File: config.mk
export PLATFORM = sky130hd
export DESIGN_NAME = heartbeat_sample_ctrl
export DESIGN_NICKNAME = d
export VERILOG_FILES = /design/src/rtl/heartbeat_sample_ctrl.sv
export SDC_FILE = /design/constraint.sdc
export NUM_CORES = 1
export LEC_CHECK = 0
export BUFFER_PORTS_ARGS = -buffer_cell sky130_fd_sc_hd__buf_2
export CORE_MARGIN = 3
export CORE_UTILIZATION = 55
export DETAILED_ROUTE_END_ITERATION = 6
export GPL_ROUTABILITY_DRIVEN = 1
export PLACE_DENSITY = 0.8
export SLEW_MARGIN = 20
export SYNTH_ARGS = -nofsm -noshare
export SYNTH_HDL_FRONTEND = slang
export SYNTH_SLANG_ARGS = --single-unit
File: constraint.sdc
create_clock -name HCLK -period 7.2 [get_ports HCLK]
set_input_delay 1.44 -clock HCLK [delete_from_list [all_inputs] [get_ports HCLK]]
set_output_delay 1.44 -clock HCLK [all_outputs]
set_load 0.05 [all_outputs]
File: src/rtl/heartbeat_sample_ctrl.sv
// heartbeat_sample_ctrl: synchronizes the raw beat level, measures
// beat-to-beat intervals in 1 ms ticks with refractory filtering and
// timeout detection, queues results in a small FIFO, and presents them
// to the processor under a four-phase RDY/ACK handshake.
module heartbeat_sample_ctrl #(
    parameter int unsigned CLK_HZ        = 50_000_000,
    parameter int unsigned REFRACTORY_MS = 250,
    parameter int unsigned TIMEOUT_MS    = 3000,
    parameter int unsigned FIFO_DEPTH    = 4
) (
    input  logic        HCLK,
    input  logic        HRESETn,
    input  logic        beat_in,
    input  logic        IO_READ_ACK,
    output logic [31:0] IO_HEARTBEAT,
    output logic        IO_READ_RDY,
    output logic        fifo_full
);

    localparam int unsigned TICK_DIV = CLK_HZ / 1000;
    localparam int unsigned PW       = (TICK_DIV > 1) ? $clog2(TICK_DIV) : 1;
    localparam int unsigned AW       = $clog2(FIFO_DEPTH);
    localparam int unsigned CW       = AW + 1;
    localparam logic [PW-1:0] PRE_LAST = PW'(TICK_DIV - 1);
    localparam logic [15:0]   REFR     = 16'(REFRACTORY_MS);
    localparam logic [15:0]   TMO      = 16'(TIMEOUT_MS);
    localparam logic [CW-1:0] DEPTH_C  = CW'(FIFO_DEPTH);

    typedef enum logic [1:0] {IDLE, PRESENT, WAIT_REL} state_t;

    logic          sync1, sync2, sync3, beat_edge;
    logic [PW-1:0] pre_cnt;
    logic          tick;
    logic [15:0]   ms_cnt;
    logic          armed, drop_flag;
    logic          arm, accept, timeout_evt, push, do_push, drop, pop;
    logic [17:0]   push_data;
    logic [17:0]   mem [FIFO_DEPTH];
    logic [AW-1:0] wr_ptr, rd_ptr;
    logic [CW-1:0] count, count_next;
    logic          full, empty;
    logic [17:0]   head;
    state_t        state, state_next;
    logic          rdy_next;
    logic [31:0]   hb_next;

    // Two-flop synchronizer plus a registered rising-edge pulse.
    always_ff @(posedge HCLK or negedge HRESETn) begin
        if (!HRESETn) begin
            sync1     <= 1'b0;
            sync2     <= 1'b0;
            sync3     <= 1'b0;
            beat_edge <= 1'b0;
        end else begin
            sync1     <= beat_in;
            sync2     <= sync1;
            sync3     <= sync2;
            beat_edge <= sync2 & ~sync3;
        end
    end

    assign tick = (pre_cnt == PRE_LAST);

    // Millisecond prescaler.
    always_ff @(posedge HCLK or negedge HRESETn) begin
        if (!HRESETn) pre_cnt <= '0;
        else          pre_cnt <= tick ? '0 : pre_cnt + 1'b1;
    end

    // An edge landing on the cycle ms_cnt hits the limit wins over the timeout.
    assign arm         = !armed && beat_edge;
    assign accept      = armed && beat_edge && (ms_cnt >= REFR);
    assign timeout_evt = armed && (ms_cnt == TMO) && !accept;
    assign push        = accept || timeout_evt;
    assign push_data   = {timeout_evt, drop_flag, ms_cnt};

    // Interval counter and armed flag; the tick of the clearing cycle counts
    // toward the new interval so N ticks between edges reads back as N.
    always_ff @(posedge HCLK or negedge HRESETn) begin
        if (!HRESETn) begin
            ms_cnt <= '0;
            armed  <= 1'b0;
        end else begin
            if (arm || accept)
                ms_cnt <= tick ? 16'd1 : 16'd0;
            else if (tick && (ms_cnt < TMO))
                ms_cnt <= ms_cnt + 16'd1;

            if (arm)              armed <= 1'b1;
            else if (timeout_evt) armed <= 1'b0;
        end
    end

    assign full    = (count == DEPTH_C);
    assign empty   = (count == '0);
    assign do_push = push && (!full || pop);
    assign drop    = push && full && !pop;
    assign head    = mem[rd_ptr];

    // Occupancy bookkeeping for simultaneous push/pop.
    always_comb begin
        count_next = count;
        case ({do_push, pop})
            2'b10:   count_next = count + 1'b1;
            2'b01:   count_next = count - 1'b1;
            default: count_next = count;
        endcase
    end

    // FIFO storage (data only, no reset needed).
    always_ff @(posedge HCLK) begin
        if (do_push) mem[wr_ptr] <= push_data;
    end

    // FIFO pointers, count, full status and sticky drop flag.
    always_ff @(posedge HCLK or negedge HRESETn) begin
        if (!HRESETn) begin
            wr_ptr    <= '0;
            rd_ptr    <= '0;
            count     <= '0;
            fifo_full <= 1'b0;
            drop_flag <= 1'b0;
        end else begin
            if (do_push) wr_ptr <= wr_ptr + 1'b1;
            if (pop)     rd_ptr <= rd_ptr + 1'b1;
            count     <= count_next;
            fifo_full <= (count_next == DEPTH_C);
            if (drop)         drop_flag <= 1'b1;
            else if (do_push) drop_flag <= 1'b0;
        end
    end

    // Handshake state and registered outputs.
    always_ff @(posedge HCLK or negedge HRESETn) begin
        if (!HRESETn) begin
            state        <= IDLE;
            IO_READ_RDY  <= 1'b0;
            IO_HEARTBEAT <= '0;
        end else begin
            state        <= state_next;
            IO_READ_RDY  <= rdy_next;
            IO_HEARTBEAT <= hb_next;
        end
    end

    // Handshake next-state, output and pop decode.
    always_comb begin
        state_next = state;
        rdy_next   = IO_READ_RDY;
        hb_next    = IO_HEARTBEAT;
        pop        = 1'b0;
        case (state)
            IDLE: begin
                rdy_next = 1'b0;
                if (!empty && !IO_READ_ACK) begin
                    state_next = PRESENT;
                    rdy_next   = 1'b1;
                    hb_next    = {head[17], head[16], 14'b0, head[15:0]};
                end
            end
            PRESENT: begin
                rdy_next = 1'b1;
                if (IO_READ_ACK) begin
                    pop        = 1'b1;
                    rdy_next   = 1'b0;
                    state_next = WAIT_REL;
                end
            end
            WAIT_REL: begin
                rdy_next = 1'b0;
                if (!IO_READ_ACK) state_next = IDLE;
            end
            default: begin
                state_next = IDLE;
                rdy_next   = 1'b0;
            end
        endcase
    end

endmodule

==> metrics.log <==
[metrics] result of the run: completed
[metrics] TritonCTS buffer count: 17
[metrics] CTS clk-pin slew, worst paths: 0.06 ns
[metrics] largest buffer count on any clock path: 2
[metrics] Detailed Route WL: 10000 um
[metrics] capturing element type of the critical path: register
[metrics] total power consumption of the routed design: 0.00193 W
[metrics] TritonRoute pass-1 iters: 4
[metrics] Clock Root Buffer: sky130_fd_sc_hd__clkbuf_8
[metrics] via count: 3040
[metrics] post-synth top area share: 37.5%
[metrics] Antenna Nets Post-Route: 0
[metrics] cell taking the most area after synthesis: sky130_fd_sc_hd__edfxtp_1
[metrics] register area share after synthesis: 66.6%
[metrics] count of nets after finishing: 417
[metrics] number of warning messages in the yosys log: 0
[metrics] Async S/R FF share, synth: 48.2%
[metrics] setup repair after global routing missed its margin: false
[metrics] worst r2r path cells: 8
[metrics] top cells by area in the synthesized netlist: sky130_fd_sc_hd__edfxtp_1 (37%), sky130_fd_sc_hd__dfrtp_1 (29%), sky130_fd_sc_hd__mux4_2 (7.0%)
[metrics] Hold Path Class: register to register
[metrics] DRC: 0
[metrics] count of endpoints failing hold in the final timing report: 0
[metrics] CTS hold repair buffers: 0
[metrics] number of cells on the worst hold path: 0
[metrics] Critical R2R Launch: ms_cnt[0]$_DFFE_PN0P_
[metrics] category of the worst setup path launch point: register
[metrics] largest net degree at the start of global routing: 68
[metrics] endpoint of the worst-slack reg-to-reg timing path: mem[0][3]$_DFFE_PP_
[metrics] critical path, cell by cell: inv_1 -> ha_1 -> nor3_1 -> o31ai_1 -> o211ai_1 -> nand2_1 -> o21a_1 -> and2_1
[metrics] leakage component of the power: 2.81 nW
[metrics] Tmin final: 3.01 ns
[metrics] Final setup viols: 0
[metrics] synthesized netlist cell count: 372
[metrics] number of storage elements in the synthesis netlist: 139
[metrics] top post-synthesis cells by count: sky130_fd_sc_hd__edfxtp_1 (72), sky130_fd_sc_hd__dfrtp_1 (67), sky130_fd_sc_hd__nor2_1 (31), sky130_fd_sc_hd__xor2_1 (21), sky130_fd_sc_hd__mux2_2 (19)
[metrics] Chip Width: 108 um
[metrics] Post CTS Setup Buffer Count: 0
[metrics] violation count after the first detailed-route iteration: 254
[metrics] clock sink total: 139
[metrics] Core ar.: 10000 um^2
[metrics] number of max-cap violations: 0
[metrics] Post-Route Setup TNS: 0 ns
[metrics] number of synthesized flops with an enable pin: 72
[metrics] H-tree depth reported by CTS: 4
[metrics] Synth Area per Inst: 15.5 um^2
[metrics] IR Drop Worst-Case VDD: 188 uV
[metrics] global-route usage over all layers: 19.1%
[metrics] first-pass GRT wire length: 16500 um
[metrics] diode insertion count for antenna repair: 0
[metrics] PostCTS Resize Cnt: 0
[metrics] arrival time of data at the critical path endpoint: 3.15 ns
[metrics] Overflow after GRT: 0
[metrics] family with the most delay on the worst path: simple AND/OR/NAND/NOR gates
[metrics] slew at the pin closest to its max-slew limit: 0.939 ns
[metrics] layout overhead on the synthesized area: 13.3%
[metrics] critical path buffer and inverter count: 1
[metrics] stage delay of the slowest cell on the critical path: 0.78 ns
[metrics] hold path endpoint: sync2$_DFF_PN0_
[metrics] Std-Cell Rows: 36
[metrics] Worst Min Path Start: sync1$_DFF_PN0_
[metrics] clock insertion delay at the later pin of the skew report: 0.52 ns
[metrics] Unique masters post-synth: 43
[metrics] Port Buf Inserts: 23
[metrics] standard cell with the maximum stage delay on the critical path: sky130_fd_sc_hd__and2_1
[metrics] height of the die: 108 um
[metrics] count of pins over their slew limit: 0
[metrics] average via count per standard cell: 5.52
[metrics] CP Data Required Time: 7.34 ns
[metrics] share of the clock period used by the worst path: 41.8%
[metrics] gpl congestion: 0.801
[metrics] Synth Cell Area: 5770 um^2
[metrics] proportion of layout cells with a drive suffix above 1: 24.2%
[metrics] setup slack on the worst flop-to-flop path: 4.19 ns
[metrics] vias in the first global route: 3202
[metrics] initial core utilization: 57.7%
[metrics] power density over the cells: 295 nW/um^2
[metrics] final setup skew: 0.00782 ns
[metrics] Worst Path Max Fanout: 18
[metrics] highest clock frequency the design can meet: 332 MHz
[metrics] Critical Setup Path Class: register to register
[metrics] worst slew margin relative to its limit: 37.4%
[metrics] average wire length per cell after detail routing: 18.1 um
[metrics] most frequent cell after synthesis: sky130_fd_sc_hd__edfxtp_1
[metrics] num ports: 38
[metrics] clock tree from TritonCTS: yes
[metrics] HPWL after DPL: 5960 um
[metrics] initial antenna violation count: 0
[metrics] most used flip-flop cell after synthesis: sky130_fd_sc_hd__edfxtp_1
[metrics] die footprint: 11700 um^2
[layout by cell type, fill, tap and decap left out, types with 5 or more instances in the layout]
master and count:
sky130_fd_sc_hd__mux4_2 18, sky130_fd_sc_hd__nand3_1 14, sky130_fd_sc_hd__and2_1 6, sky130_fd_sc_hd__inv_1 7, sky130_fd_sc_hd__clkbuf_16 16, sky130_fd_sc_hd__xnor2_1 9
sky130_fd_sc_hd__edfxtp_1 72, sky130_fd_sc_hd__ha_1 7, sky130_fd_sc_hd__a211oi_1 5, sky130_fd_sc_hd__nor2_1 31, sky130_fd_sc_hd__buf_2 23, sky130_fd_sc_hd__nand2_1 15
sky130_fd_sc_hd__mux2_2 19, sky130_fd_sc_hd__xor2_1 21, sky130_fd_sc_hd__dfrtp_1 67, sky130_fd_sc_hd__nand4_1 8, sky130_fd_sc_hd__clkinvlp_4 5, sky130_fd_sc_hd__nor2b_1 9
sky130_fd_sc_hd__conb_1 14
[worst register-to-register path, stage by stage (launching register included)]
cell	delay, ns
sky130_fd_sc_hd__dfrtp_1	0.46
sky130_fd_sc_hd__inv_1	0.16
sky130_fd_sc_hd__ha_1	0.17
sky130_fd_sc_hd__nor3_1	0.05
sky130_fd_sc_hd__o31ai_1	0.35
sky130_fd_sc_hd__o211ai_1	0.22
sky130_fd_sc_hd__nand2_1	0.19
sky130_fd_sc_hd__o21a_1	0.26
sky130_fd_sc_hd__and2_1	0.78
[routing by layer]
| layer | vias to the layer above | share of wire (%) | track usage [%] |
|---|---|---|---|
| met4 | 0 | 1.1 | 7.30 |
| met1 | 1562 | 42 | 24.1 |
| met2 | 64 | 53 | 31.8 |
| li1 | 1405 | - | - |
| met3 | 9 | 4.2 | 5.19 |
| met5 | - | 0 | 0 |
[cell families (layout without fill, tap and decap cells)]
group           after synthesis  count (layout)  share of synthesized area (%)
xor+xnor                     30              30                           4.56
mux                          39              39                           11.2
other cells                   1              14                         0.0650
buf+inv                      32              65                           3.19
flops                       139             139                           66.6
simple gates                107             107                           9.98
fa+ha+maj                     8               8                           1.87
compound gates               16              16                           2.58
[report_power, final]
group	total, W	switching [W]	internal [W]
clock	0.000806	0.000329	0.000477
sequential	0.000901	0.0000476	0.000853
combinational	0.000221	0.000123	0.0000979
[flip-flops by register name (all words and copies together), names as in the netlist]
signal / flops
IO_HEARTBEAT: 18
mem: 72
rd_ptr: 2
armed: 1
fifo_full: 1
drop_flag: 1
wr_ptr: 2
sync1: 1
ms_cnt: 16
beat_edge: 1
count: 3
pre_cnt: 16
sync3: 1
IO_READ_RDY: 1
state: 2
sync2: 1
[how the worst max path moves through the flow]
stage / slack [ns] / depth (start not counted) / startpoint / end
5_1_grt: 3.90 / 8 / ms_cnt[0]$_DFFE_PN0P_ / mem[0][3]$_DFFE_PP_
4_1_cts: 4.15 / 8 / ms_cnt[0]$_DFFE_PN0P_ / mem[0][3]$_DFFE_PP_
3_3_place_gp: 3.74 / 4 / IO_READ_ACK / mem[0][2]$_DFFE_PP_
6_report: 4.19 / 8 / ms_cnt[0]$_DFFE_PN0P_ / mem[0][3]$_DFFE_PP_
3_5_place_dp: 3.69 / 4 / IO_READ_ACK / mem[0][5]$_DFFE_PP_
2_1_floorplan: 4.22 / 3 / IO_READ_ACK / IO_HEARTBEAT[10]$_DFFE_PN0P_
[layout make-up]
cell class,count,area [um^2]
Fill cell,681,3460
Clock buffer,19,442
Clock inverter,13,120
Timing Repair Buffer,26,141
Sequential cell,139,3840
Tap cell,133,166
Inverter,7,26.3
Multi-Input combinational cell,214,1800
[metrics by stage]
stage / util [%] / instances / hold WS (ns) / setup WS [ns] / cell area, um^2
2_1_floorplan: - / 385 / 0.331 / 4.22 / 5820
6_report: 65.4 / 551 / 0.350 / 4.19 / 6540
3_5_place_dp: 59.6 / 518 / 0.339 / 3.69 / 5960
3_3_place_gp: 59.6 / 518 / 0.337 / 3.74 / 5960
4_1_cts: 65.3 / 550 / 0.353 / 4.15 / 6530
5_1_grt: 65.4 / 551 / 0.365 / 3.90 / 6540
No activity file was read; power rests on OpenSTA's default activity.
